### config.mk
export PLATFORM = sky130hd
export DESIGN_NAME = dest_tracking_unit
export DESIGN_NICKNAME = d
export VERILOG_FILES = /design/src/rtl/dest_tracking_unit.sv
export SDC_FILE = /design/constraint.sdc
export NUM_CORES = 1
export LEC_CHECK = 0
export CAP_MARGIN = 40
export CORE_ASPECT_RATIO = 0.9
export CORE_MARGIN = 3
export CORE_UTILIZATION = 45
export DETAILED_ROUTE_END_ITERATION = 10
export PLACE_DENSITY = 0.87
export SLEW_MARGIN = 20
export SYNTH_ARGS = -nofsm -noshare
export SYNTH_HDL_FRONTEND = slang
export SYNTH_SLANG_ARGS = --single-unit
### constraint.sdc
create_clock -name clk -period 4 [get_ports clk]
set_input_delay 0.8 -clock clk [delete_from_list [all_inputs] [get_ports clk]]
set_output_delay 0.8 -clock clk [all_outputs]
set_load 0.01 [all_outputs]
### src/rtl/dest_tracking_unit.sv
// Destination-tag tracker for the EXE/MEM/WB stages.
// Drives forwarding tags, the ID-stage RAW stall and a saturating stall counter.
//
// Ports:
//   clk, rst (async active-low)          clock and reset
//   mode                                 forwarding enable
//   ID_valid, ID_Dest, ID_WB_EN,
//   ID_MEM_R_EN, src1, src2, Two_src     instruction currently in ID
//   freeze, flush                        pipeline hold / branch squash
//   EXE_*, Mem_*, WB_*                   tags held in each tracked stage
//   hazard_detected                      ID must stall this cycle
//   stall_count                          saturating stall-cycle count
module dest_tracking_unit #(
    parameter int CNT_W = 16
) (
    input  logic             clk,
    input  logic             rst,
    input  logic             mode,
    input  logic             ID_valid,
    input  logic [3:0]       ID_Dest,
    input  logic             ID_WB_EN,
    input  logic             ID_MEM_R_EN,
    input  logic [3:0]       src1,
    input  logic [3:0]       src2,
    input  logic             Two_src,
    input  logic             freeze,
    input  logic             flush,
    output logic [3:0]       EXE_Dest,
    output logic             EXE_WB_EN,
    output logic             EXE_MEM_R_EN,
    output logic [3:0]       Mem_Dest,
    output logic             Mem_WB_EN,
    output logic [3:0]       WB_Dest,
    output logic             WB_WB_EN,
    output logic             hazard_detected,
    output logic [CNT_W-1:0] stall_count
);

    logic match_exe;
    logic match_mem;
    logic fwd_hazard;
    logic nofwd_hazard;
    logic raw_hazard;
    logic bubble;

    // src2 only participates when the instruction actually reads it
    assign match_exe = (src1 == EXE_Dest) ||
                       (Two_src && (src2 == EXE_Dest));
    assign match_mem = (src1 == Mem_Dest) ||
                       (Two_src && (src2 == Mem_Dest));

    // With forwarding only a load in EXE cannot be bypassed in time.
    // WB never stalls: the register file writes before ID reads.
    assign fwd_hazard   = match_exe && EXE_MEM_R_EN;
    assign nofwd_hazard = (match_exe && EXE_WB_EN) ||
                          (match_mem && Mem_WB_EN);

    assign raw_hazard      = ID_valid &&
                             (mode ? fwd_hazard : nofwd_hazard);
    assign hazard_detected = raw_hazard && !flush;

    assign bubble = flush || hazard_detected || !ID_valid;

    always_ff @(posedge clk or negedge rst) begin
        if (!rst) begin
            EXE_Dest     <= 4'd0;
            EXE_WB_EN    <= 1'b0;
            EXE_MEM_R_EN <= 1'b0;
            Mem_Dest     <= 4'd0;
            Mem_WB_EN    <= 1'b0;
            WB_Dest      <= 4'd0;
            WB_WB_EN     <= 1'b0;
            stall_count  <= '0;
        end else if (!freeze) begin
            WB_Dest   <= Mem_Dest;
            WB_WB_EN  <= Mem_WB_EN;
            Mem_Dest  <= EXE_Dest;
            Mem_WB_EN <= EXE_WB_EN;
            if (bubble) begin
                EXE_Dest     <= 4'd0;
                EXE_WB_EN    <= 1'b0;
                EXE_MEM_R_EN <= 1'b0;
            end else begin
                EXE_Dest     <= ID_Dest;
                EXE_WB_EN    <= ID_WB_EN;
                EXE_MEM_R_EN <= ID_MEM_R_EN;
            end
            if (hazard_detected && (stall_count != {CNT_W{1'b1}}))
                stall_count <= stall_count + 1'b1;
        end
    end

endmodule

==> out/metrics.cfg <==
[logic_synthesis]
synth_edf_count=0
ys.warnings.count=0
ys_types=27
ys_seq_area_frac=0.489
synth_area_per_cell_um2=12.0
synthArstFlopShare=1.00
synth_common_cells=dfrtp_1, xor2_1, mux2_2, nand2_1, xnor2_1
synth_top_cell_area_share=0.489
synth_top_area_cell=dfrtp_1
synth_area_mm2=0.00164
synth.area.top_cells=dfrtp_1, xor2_1, mux2_2
ys_ff_latch=32
syn-num-nets=159
yosysMostFrequentCell=dfrtp_1
synth_flop_cell=dfrtp_1
synthesis.instances=137

[power_and_ir_drop]
fin_total_pwr_mw=0.769
leakage_nw=1.05
switching_share=0.233
power.net_switching_mw=0.179
power_frac_comb=0.145
p_int_mw=0.589
p_seq_frac=0.461
ir_worst_vdd_mv=0.239
power-per-cell-area_mw_per_mm2=331
p_clk_frac=0.394

[die]
die-area_mm2=0.00440
fp.dieH_um=63.2
start_util=0.478
fp.dieW_um=69.6
fp.coreArea_mm2=0.00343
rows=20
ios=54

[final_layout]
fillers=237
final_util=0.677
instances_no_fill=239
seq_area_um2=801
drive_gt1_frac=0.169
final_net_count=216
final_cell_area_mm2=0.00232
multi_input_area_um2=801
diodes=0
syn2layout_area_growth_pct=41.7

[grt]
busiest_layer=met2
grt_max_degree=33
met2_usage=0.290
grt_pass1_vias=1288
grtUsageMet3=0.0510
met1_usage=0.250
grt_first_pass_wirelength_um=6490
grt_use_total=0.188
antenna_found_initial=0
gr-total-overflow=0

[sta]
setup_slack_ns=0.513
hold_viol_final=0
hold_slack_ns=0.487
fin_crit_sh=0.872
worst_pin_slew_ns=0.593
drv_slew=0
period_needed_ns=3.49
fmax_mhz=287
setup_tns_ns=0
setup_viol=0
fin_skew_ns=0.00772
relSlewSlack=0.604
rsz0062_at_grt=no

[clocking]
post_cts_buffers=0
hold_buffers=0
cts_buffer_depth=2
cts_buffers=5
clkSlewWorstSetupHoldPaths_ns=0.06
clk_latency_ns=0.29
cts_tree=yes
clock-sinks=32
cts-root-buf=clkbuf_8
htree_levels=2
cts_resized=0

[drt]
ant_nets=0
drt_iter0_markers=75
dr.pass1.iters=4
totalWireLength_um=3830
drcViolationCount=0
wl_per_cell_um=16.0
vias=1292
via_per_inst=5.41

[placement]
dp_slack_ns=0.521
io_buffers=53
dp_cells=231
place_congestion=0.829
hpwl_um=2810
placed_area_mm2=0.00221

[job]
cap_viol_max_count=0

[setup_path]
critPathLaunchType=input pin
critical_path_peak_fanout=2
cpPeakStageDelay_ns=0.54
critical_path_class=in -> out
critPathTopFamily=buffers and inverters
path_common_cell=clkdlybuf4s50_1
worstPathArrival_ns=2.69
cp-end-kind=primary output
cp_num_buf_inv=2
worstPathCellList=clkdlybuf4s50_1, xor2_1, o41ai_2, a32oi_2, nor2_1, clkdlybuf4s50_1
critPathRequiredTime_ns=3.20
cp_slowest_cell=clkdlybuf4s50_1

[status]
status=complete, no violations

[hold_path]
min_path_type=reg -> reg

## sequential cells by signal, indices dropped and copies added (netlist names)
name,cells
EXE_WB_EN,1
EXE_MEM_R_EN,1
Mem_Dest,4
WB_Dest,4
EXE_Dest,4
Mem_WB_EN,1
WB_WB_EN,1
stall_count,16
## path summary, 6_finish.rpt
path	start	to	slack, ns	depth (start not counted)
hold / removal	stall_count[15]$_DFFE_PN0P_	stall_count[15]$_DFFE_PN0P_	0.49	1
setup reg to reg	stall_count[6]$_DFFE_PN0P_	stall_count[7]$_DFFE_PN0P_	1.66	6
min in group asynchronous	rst	stall_count[4]$_DFFE_PN0P_	0.91	2
max in group asynchronous	rst	stall_count[5]$_DFFE_PN0P_	2.80	2
setup / recovery	src2[1]	hazard_detected	0.51	6
hold reg to reg	stall_count[15]$_DFFE_PN0P_	stall_count[15]$_DFFE_PN0P_	0.49	1
## power by group through the flow
stage          registers (mW)  logic [mW]  clock network (mW)
2_1_floorplan           0.364      0.0409                   0
3_3_place_gp            0.359       0.109                   0
3_5_place_dp            0.360       0.112                   0
4_1_cts                 0.354       0.113               0.309
5_1_grt                 0.357       0.120               0.326
6_report                0.354       0.112               0.303
## area by class of cell
class | count | area share
inverters | 1 | 0.00162
clock buffers | 6 | 0.0313
clock inverters | 2 | 0.0151
multi-input cells | 98 | 0.345
repair buffers | 56 | 0.238
flip-flops and latches | 32 | 0.345
well taps | 44 | 0.0237
## cells by family (layout without fill, tap and decap cells)
group,after synthesis,after routing,synth area share
fa+ha+maj,1,1,0.00764
flops,32,32,0.489
mux,12,12,0.0825
xor+xnor,31,31,0.166
buf+inv,7,65,0.0222
compound gates,9,9,0.0619
simple gates,45,45,0.171
## layout by cell type, fill, tap and decap left out, drive strengths merged, types with 3 or more instances in the layout
| cell type | n |
|---|---|
| mux2 | 12 |
| nor3 | 6 |
| dfrtp | 32 |
| xnor2 | 10 |
| nand2 | 11 |
| clkdlybuf4s50 | 53 |
| nand4 | 6 |
| nor2 | 5 |
| nor4b | 3 |
| clkbuf | 6 |
| xor2 | 21 |
| nor4 | 6 |
| buf | 3 |
| a22o | 6 |
## layer usage
layer  vias to the layer above  wire, um
li1                        602         -
met1                       641      1680
met2                        41      1910
met3                         8       165
met4                         0        70
met5                         -         0
Power figures use the tool's default switching activity.
